$ cat src/rtl/painel_chamadas.sv
// painel_chamadas: five-floor call-button panel feeding one locked call at a time to the elevator controller
// Ports:
//   clk, reset           system clock, synchronous active-high reset
//   btn[4:0]             raw level floor buttons, btn[i] is floor i
//   andar_atual[2:0]     current floor reported by the controller
//   motor_up, motor_down controller motor outputs, both low means stopped
//   req[4:0]             one-hot request for the locked target, zero when nothing is dispatched
//   door_open            high while the door timer runs
//   pending[4:0]         latched, unserved calls
//   target[2:0]          locked target floor
module painel_chamadas #(
    parameter int DOOR_CYCLES = 4
) (
    input  logic       clk,
    input  logic       reset,
    input  logic [4:0] btn,
    input  logic [2:0] andar_atual,
    input  logic       motor_up,
    input  logic       motor_down,
    output logic [4:0] req,
    output logic       door_open,
    output logic [4:0] pending,
    output logic [2:0] target
);
    localparam int CW = $clog2(DOOR_CYCLES + 1);
    localparam logic [CW-1:0] LOAD = CW'(DOOR_CYCLES - 1);

    typedef enum logic [1:0] {IDLE, DISPATCH, DOOR} estado_t;

    estado_t       estado, estado_n;
    logic [4:0]    btn_q, press, cur_mask, tgt_mask, pending_n;
    logic [2:0]    target_n, lowest;
    logic [CW-1:0] cnt, cnt_n;
    logic          serve, reload;

    always_comb begin
        lowest = 3'd0;
        for (int i = 4; i >= 0; i--)
            if (pending[i]) lowest = 3'(i);
    end

    // Floors 5-7 shift the one out of range, so they never match any call.
    assign press    = btn & ~btn_q;
    assign cur_mask = 5'b00001 << andar_atual;
    assign tgt_mask = 5'b00001 << target;
    assign serve    = estado == DISPATCH && !motor_up && !motor_down && andar_atual == target;
    assign reload   = estado == DOOR && |(press & cur_mask);

    // A current-floor press while the door is open only extends the door; the serve clear beats a same-cycle press.
    assign pending_n = (pending | (press & ~(estado == DOOR ? cur_mask : 5'b0)))
                     & ~(serve ? tgt_mask : 5'b0);

    always_comb begin
        estado_n = estado;
        target_n = target;
        cnt_n    = cnt;
        case (estado)
            IDLE: begin
                if (|pending) begin
                    target_n = lowest;
                    estado_n = DISPATCH;
                end
            end
            DISPATCH: begin
                if (serve) begin
                    cnt_n    = LOAD;
                    estado_n = DOOR;
                end
            end
            DOOR: begin
                if (reload) cnt_n = LOAD;
                else if (cnt == '0) estado_n = IDLE;
                else cnt_n = cnt - CW'(1);
            end
            default: estado_n = IDLE;
        endcase
    end

    always_ff @(posedge clk) begin
        if (reset) begin
            estado  <= IDLE;
            btn_q   <= '0;
            pending <= '0;
            target  <= '0;
            cnt     <= '0;
        end else begin
            estado  <= estado_n;
            btn_q   <= btn;
            pending <= pending_n;
            target  <= target_n;
            cnt     <= cnt_n;
        end
    end

    assign req       = estado == DISPATCH ? tgt_mask : 5'b0;
    assign door_open = estado == DOOR;
endmodule

$ cat config.mk
export PLATFORM = sky130hd
export DESIGN_NAME = painel_chamadas
export DESIGN_NICKNAME = d
export VERILOG_FILES = /design/src/rtl/painel_chamadas.sv
export SDC_FILE = /design/constraint.sdc
export NUM_CORES = 1
export LEC_CHECK = 0
export CAP_MARGIN = 20
export CORE_MARGIN = 4
export CORE_UTILIZATION = 45
export CTS_BUF_LIST = sky130_fd_sc_hd__clkbuf_4
export CTS_CLUSTER_DIAMETER = 100
export DETAILED_ROUTE_END_ITERATION = 8
export HOLD_SLACK_MARGIN = 0.06
export PLACE_DENSITY = 0.74
export SLEW_MARGIN = 20
export SYNTH_ARGS = -nofsm -noshare
export SYNTH_HDL_FRONTEND = slang
export SYNTH_SLANG_ARGS = --single-unit
$ cat constraint.sdc
create_clock -name clk -period 2.45 [get_ports clk]
set_input_delay 0.49 -clock clk [delete_from_list [all_inputs] [get_ports clk]]
set_output_delay 0.49 -clock clk [all_outputs]
set_load 0.03 [all_outputs]
==> results of run 1 <==
[kinds of logic after synthesis]
group | after synthesis
simple gates | 49
flops | 18
compound gates | 28
xor+xnor | 3
mux | 3
buf+inv | 14
fa+ha+maj | 6
[layer usage]
| layer | GRT usage | share of wire | up-vias |
|---|---|---|---|
| met1 | 0.1740 | 0.43 | 447 |
| met4 | 0.03051 | 0.0085 | 0 |
| met2 | 0.2466 | 0.49 | 29 |
| met3 | 0.05336 | 0.073 | 4 |
| li1 | - | - | 485 |
| met5 | 0 | 0 | - |
[path summary, 6_finish.rpt]
check	end	depth (start not counted)	slack, ns	start
worst max-delay path	door_open	3	0.22	estado[0]$_SDFFE_PP0P_
worst min-delay path	estado[1]$_SDFFE_PP0P_	2	0.50	estado[1]$_SDFFE_PP0P_
worst max register to register	estado[1]$_SDFFE_PP0P_	7	0.47	cnt[0]$_SDFFE_PP0P_
worst min register to register	estado[1]$_SDFFE_PP0P_	2	0.50	estado[1]$_SDFFE_PP0P_
[synth_stat cells (all sizes together), types with 2 or more instances]
master  instances  area share
dfxtp          18        0.35
nor2           14       0.051
nand2b         11       0.067
inv             9       0.033
a21oi           8       0.039
ha              6       0.073
nor3            6       0.029
nor2b           5       0.030
a31oi           4       0.024
buf             4       0.024
o21ai           3       0.015
xnor2           3       0.025
a211oi          2       0.015
a41o            2       0.019
mux2i           2       0.019
nand2           2      0.0073
nand3           2      0.0097
nand4           2       0.012
[report_power, final]
part           switching, mW  internal (mW)
combinational          0.296          0.252
sequential            0.0502          0.343
clock                 0.0823         0.0571
[tightest hold or removal path, stage by stage (launching register included)]
cell and delay [ns]:
dfxtp_1 0.33, nand2b_1 0.07, mux2i_1 0.06
[per-stage QoR]
stage / setup WS, ns / area, sq um / hold WS (ns) / utilization / std cells
6_report: 0.2155 / 1344 / 0.4996 / 0.6134 / 175
3_5_place_dp: 0.1578 / 1313 / 0.4916 / 0.5991 / 172
5_1_grt: 0.09341 / 1344 / 0.5282 / 0.6134 / 175
4_1_cts: 0.02249 / 1334 / 0.5052 / 0.6088 / 175
2_1_floorplan: 0.4837 / 1033 / 0.4541 / - / 121
3_3_place_gp: 0.2052 / 1313 / 0.4650 / 0.5991 / 172
[state kept, by name, summed over array words and instances (netlist names)]
name / flops
btn_q: 5
cnt: 3
pending: 5
estado: 2
target: 3
[cell type report]
class | count | area, sq um
clock buffers | 3 | 22.52
inverters | 9 | 33.78
well taps | 28 | 35.03
multi-input cells | 89 | 610.6
fillers | 201 | 847.1
repair buffers | 28 | 281.5
flip-flops and latches | 18 | 360.3
==> flow_metrics.tcl, run 1 <==
set metrics [dict create \
    status "complete, no violations" \
    synth-xor-area-share 0.02542 \
    cts_setup_buffers 0 \
    critPathLaunchType "flop" \
    crit_path_top_delay_cell "clkdlybuf4s50_1" \
    start_util 0.4717 \
    fin_skew_ns 0.004076 \
    cp_num_buf_inv 2 \
    worst_hold_path_type "flop to flop" \
    grt_util_all_layers 0.1446 \
    cts-resized-gates 1 \
    die_w_microns 55.93 \
    worstSetupPathType "flop to output pin" \
    cts_root_buf "clkbuf_4" \
    postCtsHoldBufs 0 \
    synth_fp_nets 139 \
    ios 26 \
    avgRoutedWirePerCell_microns 12.75 \
    slew_violations 0 \
    ys_ff_latch 18 \
    via_count 965 \
    slowest_delay_ns 0.72 \
    grt_max_degree 21 \
    synthDistinctLibCells 39 \
    worstPathRequired_ns 1.96 \
    crit_path_max_fanout 6 \
    synth-edff-count 0 \
    grt_pass1_wl_mm 3.657 \
    post-route-min-period_ns 2.234 \
    fin_setup_tns_ns 0 \
    ir_worst_vdd_mv 0.5183 \
    synth_top_family_by_area "simple AND/OR/NAND/NOR gates" \
    path_clk_slew_ns 0.09 \
    syn_to_final_growth_pct 30.02 \
    via_per_inst 5.514 \
    cts_buffers 3 \
    die_y_microns 55.93 \
    cts_tree "yes" \
    maxSlewHeadroom 0.5415 \
    ant_nets 0 \
    crit_path_end_kind "output pin" \
    synth_area_per_cell_sq_um 8.541 \
    die_area_sq_um 3128 \
    first_pass_iters 4 \
    synthArstFlopShare 0 \
    port_buffers 25 \
    grt_antenna_before_repair 0 \
    worstPathArrival_ns 1.74 \
    finalPower_mw 1.082 \
    core_area_sq_um 2191 \
    h-tree-depth 1 \
    synthMuxAreaShare 0.04116 \
    wl_mm 2.231 \
    final_cell_mix "clkdlybuf4s50_1 (20), dfxtp_1 (18), nor2_1 (14), nand2b_1 (11)" \
    grt_pass1_vias 849 \
    leakage_nw 0.5775 \
    synth_compound_area_frac 0.1949 \
    netlist_area_sq_um 1033 \
    final_nets 167 \
    rows 17 \
    drc 0 \
    worst_slew_pin_slew_ns 0.6855 \
    first_iter_violations 17 \
    synthSimpleGateAreaFrac 0.2567 \
    hold_violations 0 \
    path_delay_family "buffers and inverters" \
    syn-instance-count 121 \
    clkSinkCount 18 \
    fmax_mhz 447.5 \
    mostFrequentLayoutCell "clkdlybuf4s50_1" \
    clk_latency_ns 0.29 \
    grt_setup_unrepaired "no" \
    setup_viol 0 \
    synth_adder_area_share 0.07264 \
    dp.final_hpwl_mm 1.766 \
    antenna_cells 0 \
    ctsLongestPathBuffers 2 \
    synth-main-ff-cell "dfxtp_1" \
    crit_chain "inv_1 > ha_1 > clkdlybuf4s50_1" \
    synth_warnings 0 \
    drv_cap 0 \
    power_density_nw_per_um2 804.9 \
    gr-total-overflow 0 \
    post-route-period-util 0.9120 \
    yosysSeqAreaShare 0.3487 \
    drive_gt1_frac 0.08844 \
    gp_congestion 0.7663 \
]
Note: power is estimated with default switching activity, not from simulation.
==> run 2, diff against run 1 <==
Settings changed: HOLD_SLACK_MARGIN 0.06 to default.
==> results of run 2 <==
The final DEF is identical to that of run 1; final timing and power are the same.
==> run 3, diff against run 2 <==
Settings changed: CAP_MARGIN 20 to 15, CORE_UTILIZATION 45 to 50, PLACE_DENSITY 0.74 to 0.81.
==> run 3 against run 2 <==
Effect of this change:
- power is 0.36% lower
- critical path type unchanged
- global-route usage up 5.4 points
- die area down 8.6%
- highest routed layer unchanged
- critical path depth unchanged
==> flow_metrics.tcl, run 3 (synthesis gave the netlist of run 1 again) <==
set metrics [dict create \
    grt_pass1_wl_mm 4.119 \
    ir_worst_vdd_mv 0.4549 \
    final_cells 174 \
    crit_path_max_fanout 6 \
    worstSetupPathType "flop to output pin" \
    slowest_delay_ns 0.73 \
    slew_violations 0 \
    die_w_microns 53.47 \
    rr_endpoint "estado[1]$_SDFFE_PP0P_" \
    worstPathRequired_ns 1.96 \
    cts_setup_buffers 0 \
    ios 26 \
    die_area_sq_um 2859 \
    h-tree-depth 1 \
    crit_chain "inv_1 > ha_1 > clkdlybuf4s50_1" \
    fillers 187 \
    worstRegToRegCells 7 \
    crit_path_top_delay_cell "clkdlybuf4s50_1" \
    ctsLongestPathBuffers 2 \
    path_clk_slew_ns 0.10 \
    reg_top3 "btn_q: 5 flops, pending: 5 flops" \
    worstReg2RegStart "cnt[0]$_SDFFE_PP0P_" \
    start_util 0.5268 \
    grt_util_all_layers 0.1982 \
    fin_setup_tns_ns 0 \
    antenna_cells 0 \
    rows 16 \
    clkSinkCount 18 \
    cts_buffers 3 \
    crit_path_start "estado[0]$_SDFFE_PP0P_" \
    first_iter_violations 9 \
    syn_to_final_growth_pct 29.54 \
    fin_skew_ns 0.004605 \
    via_count 961 \
    leakage_nw 0.5658 \
    fmax_mhz 443.0 \
    final_nets 167 \
    hold_slack_ns 0.4909 \
    port_buffers 25 \
    dp.cells 171 \
    hold_depth 2 \
    place_ws_ns 0.1549 \
    critPathLaunchType "flop" \
    setup_viol 0 \
    core_area_sq_um 1962 \
    grt_pass1_vias 931 \
    drive_gt1_frac 0.08844 \
    via_per_inst 5.523 \
    crit_path_end "door_open" \
    worst_hold_path_type "flop to flop" \
    worst_slew_pin_slew_ns 0.6671 \
    worstPathArrival_ns 1.77 \
    mostFrequentLayoutCell "clkdlybuf4s50_1" \
    cts_tree "yes" \
    clk_latency_ns 0.29 \
    dp.final_hpwl_mm 1.878 \
    crit_path_end_kind "output pin" \
    wl_mm 2.313 \
    post-route-min-period_ns 2.257 \
    first_pass_iters 4 \
    final_cell_mix "clkdlybuf4s50_1 (20), dfxtp_1 (18), nor2_1 (14), nand2b_1 (11)" \
    grt_max_degree 21 \
    drc 0 \
    avgRoutedWirePerCell_microns 13.29 \
    grt_setup_unrepaired "no" \
    drv_cap 0 \
    ant_nets 0 \
    cts_root_buf "clkbuf_4" \
    gp_congestion 0.8128 \
    power_density_nw_per_um2 804.9 \
    die_y_microns 53.47 \
    hold_violations 0 \
    worst_slack_ns 0.1925 \
    status "complete, no violations" \
    maxSlewHeadroom 0.5539 \
    ff2ff_setup_slack_ns 0.53 \
    post-route-period-util 0.9214 \
    gr-total-overflow 0 \
    grt_antenna_before_repair 0 \
]
==> run 3: worst max-delay path, delay by kind of cell (launching register included) <==
kind	cells	cell delay (ns)
buffers and inverters	2	0.83
DFF	1	0.36
adders and majority gates	1	0.29
==> run 3: worst min path at each step <==
stage / start / end / slack [ns]
detailed placement: cnt[1]$_SDFFE_PP0P_ / cnt[1]$_SDFFE_PP0P_ / 0.49
floorplan: cnt[1]$_SDFFE_PP0P_ / cnt[1]$_SDFFE_PP0P_ / 0.45
finish: cnt[1]$_SDFFE_PP0P_ / cnt[1]$_SDFFE_PP0P_ / 0.49
global placement: cnt[1]$_SDFFE_PP0P_ / cnt[1]$_SDFFE_PP0P_ / 0.47
CTS: cnt[1]$_SDFFE_PP0P_ / cnt[1]$_SDFFE_PP0P_ / 0.50
global route: cnt[1]$_SDFFE_PP0P_ / cnt[1]$_SDFFE_PP0P_ / 0.53
==> run 3: what timing repair did <==
item                                    4_1_cts  5_1_grt
hold buffers                                  0        0
gates resized for setup                       2        3
endpoints found under the setup margin        2        3
==> run 3: final cells by class <==
type | instances | area [sq um] | share of cell area
Inverter | 9 | 33.78 | 0.02523
Clock buffer | 3 | 22.52 | 0.01682
Tap cell | 27 | 33.78 | 0.02523
Sequential cell | 18 | 360.3 | 0.2692
Multi-Input combinational cell | 89 | 610.6 | 0.4561
Timing Repair Buffer | 28 | 277.8 | 0.2075
==> run 3: per-stage QoR <==
step,total power [mW],util,area [sq um]
2_1_floorplan,0.7762,-,1033
3_3_place_gp,0.9288,0.6684,1311
3_5_place_dp,0.9539,0.6684,1311
4_1_cts,1.092,0.6786,1331
5_1_grt,1.173,0.6824,1339
6_report,1.078,0.6824,1339
==> run 3: per-layer routing <==
layer | global-route usage | vias to the layer above | share of wire
met1 | 0.2092 | 441 | 0.43
li1 | - | 488 | -
met5 | 0 | - | 0
met3 | 0.05070 | 5 | 0.060
met2 | 0.3612 | 27 | 0.50
met4 | 0.08936 | 0 | 0.017
==> run 3: where the power goes <==
group          switching [mW]  internal, mW  total [mW]
logic                   0.294         0.248       0.542
clock network          0.0861        0.0573       0.143
registers              0.0491         0.343       0.392
